==> src/rtl/fetch_unit_if.sv <==
// Bus between the instruction-fetch front end and its environment.
// Load side (LoadMode/WrEn/WrData/WrAddr) and run-side fetch handshake.
interface fetch_unit_if #(
   parameter int DATA_W = 16,
   parameter int ADDR_W = 5
);
   logic              LoadMode;
   logic              WrEn;
   logic [DATA_W-1:0] WrData;
   logic              Run;
   logic              Ready;
   logic              JumpEn;
   logic [ADDR_W-1:0] JumpAddr;
   logic              Valid;
   logic [DATA_W-1:0] Instr;
   logic [ADDR_W-1:0] InstrAddr;
   logic [ADDR_W-1:0] WrAddr;
   logic              Halted;

   // Handshake: a word transfers on every rising edge where Valid && Ready.
   // Once Valid rises, Instr/InstrAddr/Valid hold until that edge; Ready
   // while Valid is low has no effect.
   modport master (
      output LoadMode, WrEn, WrData, Run, Ready, JumpEn, JumpAddr,
      input  Valid, Instr, InstrAddr, WrAddr, Halted
   );

   modport slave (
      input  LoadMode, WrEn, WrData, Run, Ready, JumpEn, JumpAddr,
      output Valid, Instr, InstrAddr, WrAddr, Halted
   );
endinterface

==> src/rtl/fetch_unit.sv <==
// Instruction memory + program counter with a load mode and a valid/ready fetch stream.
// FETCH_WRAP_EN: defined = PC wraps after DEPTH-1; undefined = halt after the last word.
module fetch_unit #(
   parameter int DATA_W = 16,
   parameter int ADDR_W = 5,
   parameter int DEPTH  = 2**ADDR_W
) (
   input  logic             Clock,
   input  logic             Resetn,
   fetch_unit_if.slave      bus,
   output logic [1:0]       state_dbg
);
   typedef enum logic [1:0] {IDLE = 2'd0, FETCH = 2'd1, HOLD = 2'd2} state_t;

   localparam logic [ADDR_W-1:0] LAST_ADDR = ADDR_W'(DEPTH - 1);

   state_t            state, state_n;
   logic [ADDR_W-1:0] pc, pc_n, wr_addr, wr_addr_n, instr_addr, instr_addr_n;
   logic [DATA_W-1:0] instr, instr_n;
   logic              valid, valid_n, halted, halted_n, mem_we;
   logic [ADDR_W-1:0] jump_tgt;
   logic [DATA_W-1:0] mem [DEPTH];
`ifndef FETCH_WRAP_EN
   logic              last, last_n;
`endif

   function automatic logic [ADDR_W-1:0] next_addr(input logic [ADDR_W-1:0] a);
      return (a == LAST_ADDR) ? '0 : a + ADDR_W'(1);
   endfunction

   assign jump_tgt = ADDR_W'(32'(bus.JumpAddr) % DEPTH);

   always_comb begin
      state_n      = state;
      pc_n         = pc;
      wr_addr_n    = bus.LoadMode ? wr_addr : '0;
      instr_n      = instr;
      instr_addr_n = instr_addr;
      valid_n      = valid;
      halted_n     = halted;
      mem_we       = 1'b0;
`ifndef FETCH_WRAP_EN
      last_n       = last;
`endif
      case (state)
         IDLE: begin
            if (bus.LoadMode) begin
               if (bus.WrEn) begin
                  mem_we    = 1'b1;
                  wr_addr_n = next_addr(wr_addr);
                  halted_n  = 1'b0;
               end
            end else if (bus.Run && !halted) begin
               state_n = FETCH;
            end
         end
         FETCH, HOLD: begin
            if (bus.LoadMode) begin
               // Load request aborts the run; the next run restarts at 0.
               state_n = IDLE;
               valid_n = 1'b0;
               pc_n    = '0;
`ifndef FETCH_WRAP_EN
               last_n  = 1'b0;
`endif
            end else if (state == FETCH) begin
               instr_n      = mem[pc];
               instr_addr_n = pc;
               valid_n      = 1'b1;
               pc_n         = next_addr(pc);
`ifndef FETCH_WRAP_EN
               last_n       = (pc == LAST_ADDR);
`endif
               state_n      = HOLD;
            end else if (bus.Ready) begin
               valid_n = 1'b0;
               state_n = bus.Run ? FETCH : IDLE;
`ifndef FETCH_WRAP_EN
               last_n  = 1'b0;
`endif
               if (bus.JumpEn) begin
                  pc_n = jump_tgt;
`ifndef FETCH_WRAP_EN
               end else if (last) begin
                  state_n  = IDLE;
                  halted_n = 1'b1;
`endif
               end
            end
         end
         default: state_n = IDLE;
      endcase
   end

   always_ff @(posedge Clock) begin
      if (!Resetn) begin
         state      <= IDLE;
         pc         <= '0;
         wr_addr    <= '0;
         instr      <= '0;
         instr_addr <= '0;
         valid      <= 1'b0;
         halted     <= 1'b0;
`ifndef FETCH_WRAP_EN
         last       <= 1'b0;
`endif
      end else begin
         state      <= state_n;
         pc         <= pc_n;
         wr_addr    <= wr_addr_n;
         instr      <= instr_n;
         instr_addr <= instr_addr_n;
         valid      <= valid_n;
         halted     <= halted_n;
`ifndef FETCH_WRAP_EN
         last       <= last_n;
`endif
      end
   end

   // Memory has no reset so a program survives a reset.
   always_ff @(posedge Clock) begin
      if (Resetn && mem_we) mem[wr_addr] <= bus.WrData;
   end

   assign bus.Valid     = valid;
   assign bus.Instr     = instr;
   assign bus.InstrAddr = instr_addr;
   assign bus.WrAddr    = wr_addr;
   assign bus.Halted    = halted;
   assign state_dbg     = state;
endmodule

==> src/flat_wrapper.sv <==
// flat-port wrapper written by rule: the top's interface ports become plain ports
module fetch_unit_flat 
#(
   parameter int DATA_W = 16,
   parameter int ADDR_W = 5,
   parameter int DEPTH  = 2**ADDR_W
)
  (Clock, Resetn, state_dbg, bus_LoadMode, bus_WrEn, bus_WrData, bus_Run, bus_Ready, bus_JumpEn, bus_JumpAddr, bus_Valid, bus_Instr, bus_InstrAddr, bus_WrAddr, bus_Halted);
  fetch_unit_if #(.DATA_W(DATA_W), .ADDR_W(ADDR_W)) bus_i ();
  input  logic Clock;
  input  logic Resetn;
  output logic [1:0] state_dbg;
  input wire logic [$bits(bus_i.LoadMode)-1:0] bus_LoadMode;
  input wire logic [$bits(bus_i.WrEn)-1:0] bus_WrEn;
  input wire logic [$bits(bus_i.WrData)-1:0] bus_WrData;
  input wire logic [$bits(bus_i.Run)-1:0] bus_Run;
  input wire logic [$bits(bus_i.Ready)-1:0] bus_Ready;
  input wire logic [$bits(bus_i.JumpEn)-1:0] bus_JumpEn;
  input wire logic [$bits(bus_i.JumpAddr)-1:0] bus_JumpAddr;
  output wire logic [$bits(bus_i.Valid)-1:0] bus_Valid;
  output wire logic [$bits(bus_i.Instr)-1:0] bus_Instr;
  output wire logic [$bits(bus_i.InstrAddr)-1:0] bus_InstrAddr;
  output wire logic [$bits(bus_i.WrAddr)-1:0] bus_WrAddr;
  output wire logic [$bits(bus_i.Halted)-1:0] bus_Halted;
  assign bus_i.LoadMode = bus_LoadMode;
  assign bus_i.WrEn = bus_WrEn;
  assign bus_i.WrData = bus_WrData;
  assign bus_i.Run = bus_Run;
  assign bus_i.Ready = bus_Ready;
  assign bus_i.JumpEn = bus_JumpEn;
  assign bus_i.JumpAddr = bus_JumpAddr;
  assign bus_Valid = bus_i.Valid;
  assign bus_Instr = bus_i.Instr;
  assign bus_InstrAddr = bus_i.InstrAddr;
  assign bus_WrAddr = bus_i.WrAddr;
  assign bus_Halted = bus_i.Halted;
  fetch_unit #(.DATA_W(DATA_W), .ADDR_W(ADDR_W), .DEPTH(DEPTH)) u_core (.Clock(Clock), .Resetn(Resetn), .bus(bus_i), .state_dbg(state_dbg));
endmodule
==> config.mk <==
export PLATFORM = sky130hd
export DESIGN_NAME = fetch_unit_flat
export DESIGN_NICKNAME = d
export VERILOG_FILES = /design/src/rtl/fetch_unit_if.sv /design/src/rtl/fetch_unit.sv /design/src/flat_wrapper.sv
export SDC_FILE = /design/constraint.sdc
export NUM_CORES = 1
export LEC_CHECK = 0
export ABC_AREA = 1
export CORE_MARGIN = 5
export CORE_UTILIZATION = 45
export CTS_CLUSTER_DIAMETER = 40
export DETAILED_ROUTE_END_ITERATION = 10
export GPL_TIMING_DRIVEN = 1
export PLACE_DENSITY = 0.66
export SLEW_MARGIN = 30
export SYNTH_ARGS = -nofsm -noshare
export SYNTH_HDL_FRONTEND = slang
export SYNTH_SLANG_ARGS = --single-unit
export TNS_END_PERCENT = 50
==> constraint.sdc <==
create_clock -name Clock -period 2.2 [get_ports Clock]
set_input_delay 0.55 -clock Clock [delete_from_list [all_inputs] [get_ports Clock]]
set_output_delay 0.55 -clock Clock [all_outputs]
set_load 0.005 [all_outputs]
==> impl_metrics.csv <==
group,metric,value,unit
power,p_seq_share,45.0,%
power,p_sw_share,24.1,%
yosys,ys_seq_elements,548,
yosys,synth_cell_types,31,
yosys,synth_most_common_cell,"nand2_1",
cts,clock_latency,0.63,ns
yosys,syn_avg_cell_area,10.2,um2
floorplan,die_w,239,um
critical_path,cp-end-kind,"output port",
detailed_routing,wire_per_inst,20.5,um
detailed_routing,ant_nets,0,
sta,max_freq,0.462,GHz
grt,grt_pass1_vias,16147,
yosys,synthTopCellsByArea,"edfxtp_1, nand2_1, nand3_1, inv_1, dfxtp_1",
cts,tritoncts,"built",
yosys,synth_nets,2342,
sta,fin_crit_sh,98.4,%
grt,grt_use_total,22.9,%
critical_path,crit_type,"flip-flop to output port",
yosys,synth_top_area_share,65.3,%
critical_path,cp.depth,1,
outcome,status,"finished, final reports clean",
yosys,synth_cells,2302,
power,p_clk_share,47.6,%
power,ir_worst_vdd,0.901,mV
detailed_routing,drt_iter0_markers,2386,
sta,rsz0062_at_grt,"false",
yosys,synth_edf_count,512,
power,combPwrFrac,7.5,%
cts,cts.htree.levels,3,
finish,seq_area,16100,um2
power,p_leak,11.6,nW
finish,nets,2482,
detailed_routing,wl,65.4,mm
grt,grt_pass1_wl,97.6,mm
floorplan,coreArea,51600,um2
critical_path,critPathBufInv,1,
place,place_ws,-0.253,ns
min_path,hold_path_depth,2,
sta,slew_headroom,67.2,%
grt,overflow,0,
sta,setup_ws,0.0362,ns
cts,cts_sinks,548,
cts,root_buffer,"clkbuf_16",
grt,grt_max_degree,68,
finish,area_growth_syn_to_layout,20.1,%
power,power_density,905,nW/um2
critical_path,slowest_delay,0.55,ns
detailed_routing,drc,0,
finish,multi_input_area,5720,um2
place,dp.final_hpwl,40.7,mm
yosys,syn-cell-area,23500,um2
critical_path,slowest_stage,"clkdlybuf4s50_1",
critical_path,cp.required,1.65,ns
sta,hold_viol,0,
cts,path_clk_slew,0.06,ns
yosys,ys_warn_count,0,
yosys,synthFlopType,"edfxtp_1",
sta,tns,0,ns
critical_path,arrival,1.61,ns
place,place_congestion,0.912,
cts,ctsHoldBuffers,0,
critical_path,crit_path_max_fanout,2,
power,internal_power,19.4,mW
critical_path,crit_chain,"clkdlybuf4s50_1",
flow_run,cap_violations,0,
critical_path,r2r_cells,11,
floorplan,top_level_ports,58,
yosys,seq_area_frac_synth,68.4,%
yosys,async_flop_share,0,%
detailed_routing,via_per_inst,5.29,
cts,numCtsBuffers,75,
place,portBuffers,57,
floorplan,die_area,57000,um2
critical_path,critPathLaunchType,"flip-flop",
detailed_routing,vias,16835,
sta,finalCriticalPeriod,2.16,ns
floorplan,start_util,45.6,%
sta,slew_viol_final,0,
critical_path,path_delay_family,"buffers and inverters",
floorplan,num_rows,83,
detailed_routing,drtPass1Iterations,6,
sta,skew,0.0282,ns
sta,worst_slew_pin_slew,0.492,ns
yosys,synth.largest_area_cell,"edfxtp_1",
finish,drive_above_1_share,11.2,%
sta,finalSetupViolations,0,
cts,clockBufferDepth,3,
yosys,synth_commonest_cells,"nand2_1, edfxtp_1, nand3_1",
min_path,hold_class,"flip-flop to flip-flop",
power,switchingPower,6.17,mW
finish,fillCellCount,4288,
grt,antenna_found_initial,3,
floorplan,die-height,239,um
[repair_timing]
action                     CTS  global route
setup endpoints to repair    5             1
setup buffers                0             0
cloned                       0             0
resized for setup            7             1
hold endpoints to repair     0             0
[state kept, by name, indices dropped and copies added, names as in the netlist]
name,flops
u_core.pc,5
u_core.bus.Instr,16
u_core.bus.Valid,1
u_core.bus.InstrAddr,5
u_core.bus.Halted,1
u_core.last,1
u_core.state_dbg,2
u_core.bus.WrAddr,5
u_core.mem,512
[through the flow]
stage	area [um2]	utilization (%)	hold WS [ns]	total power, mW	std cells
3_3_place_gp	25700	49.8	0.459	13.6	3045
2_1_floorplan	23500	-	0.444	12.7	2302
4_1_cts	28300	54.8	0.485	25.7	3182
3_5_place_dp	25700	49.8	0.470	13.6	3045
6_report	28300	54.8	0.479	25.6	3183
5_1_grt	28300	54.8	0.504	26.4	3182
[kinds of logic after synthesis]
kind of cell	share of synthesized area (%)
xor gates and xnor gates	0.0372
buffers and inverters	7.41
adders and majority gates	0.638
and+or+nand+nor	22.3
DFF	68.4
AOI/OAI and AO/OA	1.28
[worst paths after layout]
kind,start,endpoint,slack [ns]
setup reg to reg,u_core.pc[0],u_core.bus.Instr[3],0.06
hold reg to reg,u_core.last,u_core.last,0.48
hold / removal,u_core.last,u_core.last,0.48
setup / recovery,u_core.bus.Instr[10],bus_Instr[10],0.04
[per-layer routing]
metal	up-vias	part of all wire, %	global-route usage [%]
li1	7810	-	-
met1	8045	41	31.8
met2	836	46	36.4
met3	140	9.7	4.66
met4	4	2.9	7.60
met5	-	0.037	0
[power by group through the flow]
stage | Clock (mW) | Combinational [mW] | Sequential, mW
floorplan | 0 | 0.955 | 11.7
global placement | 0 | 1.88 | 11.7
detailed placement | 0 | 1.89 | 11.7
CTS | 12.3 | 1.90 | 11.5
global route | 12.8 | 2.07 | 11.5
finish | 12.2 | 1.92 | 11.5
[cells in the final DEF (no fill, tap or decap), types with 8 or more instances in the layout]
cell type	count
nand2_1	840
edfxtp_1	512
nand3_1	348
inv_1	290
buf_4	91
clkbuf_16	75
nor2_1	70
clkdlybuf4s50_1	57
buf_12	32
dfxtp_1	28
o21ai_0	26
a21oi_1	16
clkinvlp_4	14
ha_1	12
nor2_2	10
bufinv_16	8
clkinv_2	8
[layout make-up]
type | count | area share (%)
flip-flops and latches | 548 | 57.0
multi-input cells | 1339 | 20.2
clock buffers | 81 | 6.72
repair buffers | 180 | 6.70
inverters | 298 | 3.99
well taps | 680 | 3.01
clock inverters | 56 | 2.34
diodes | 1 | 0.00885
(Power assumes the default switching activity.)
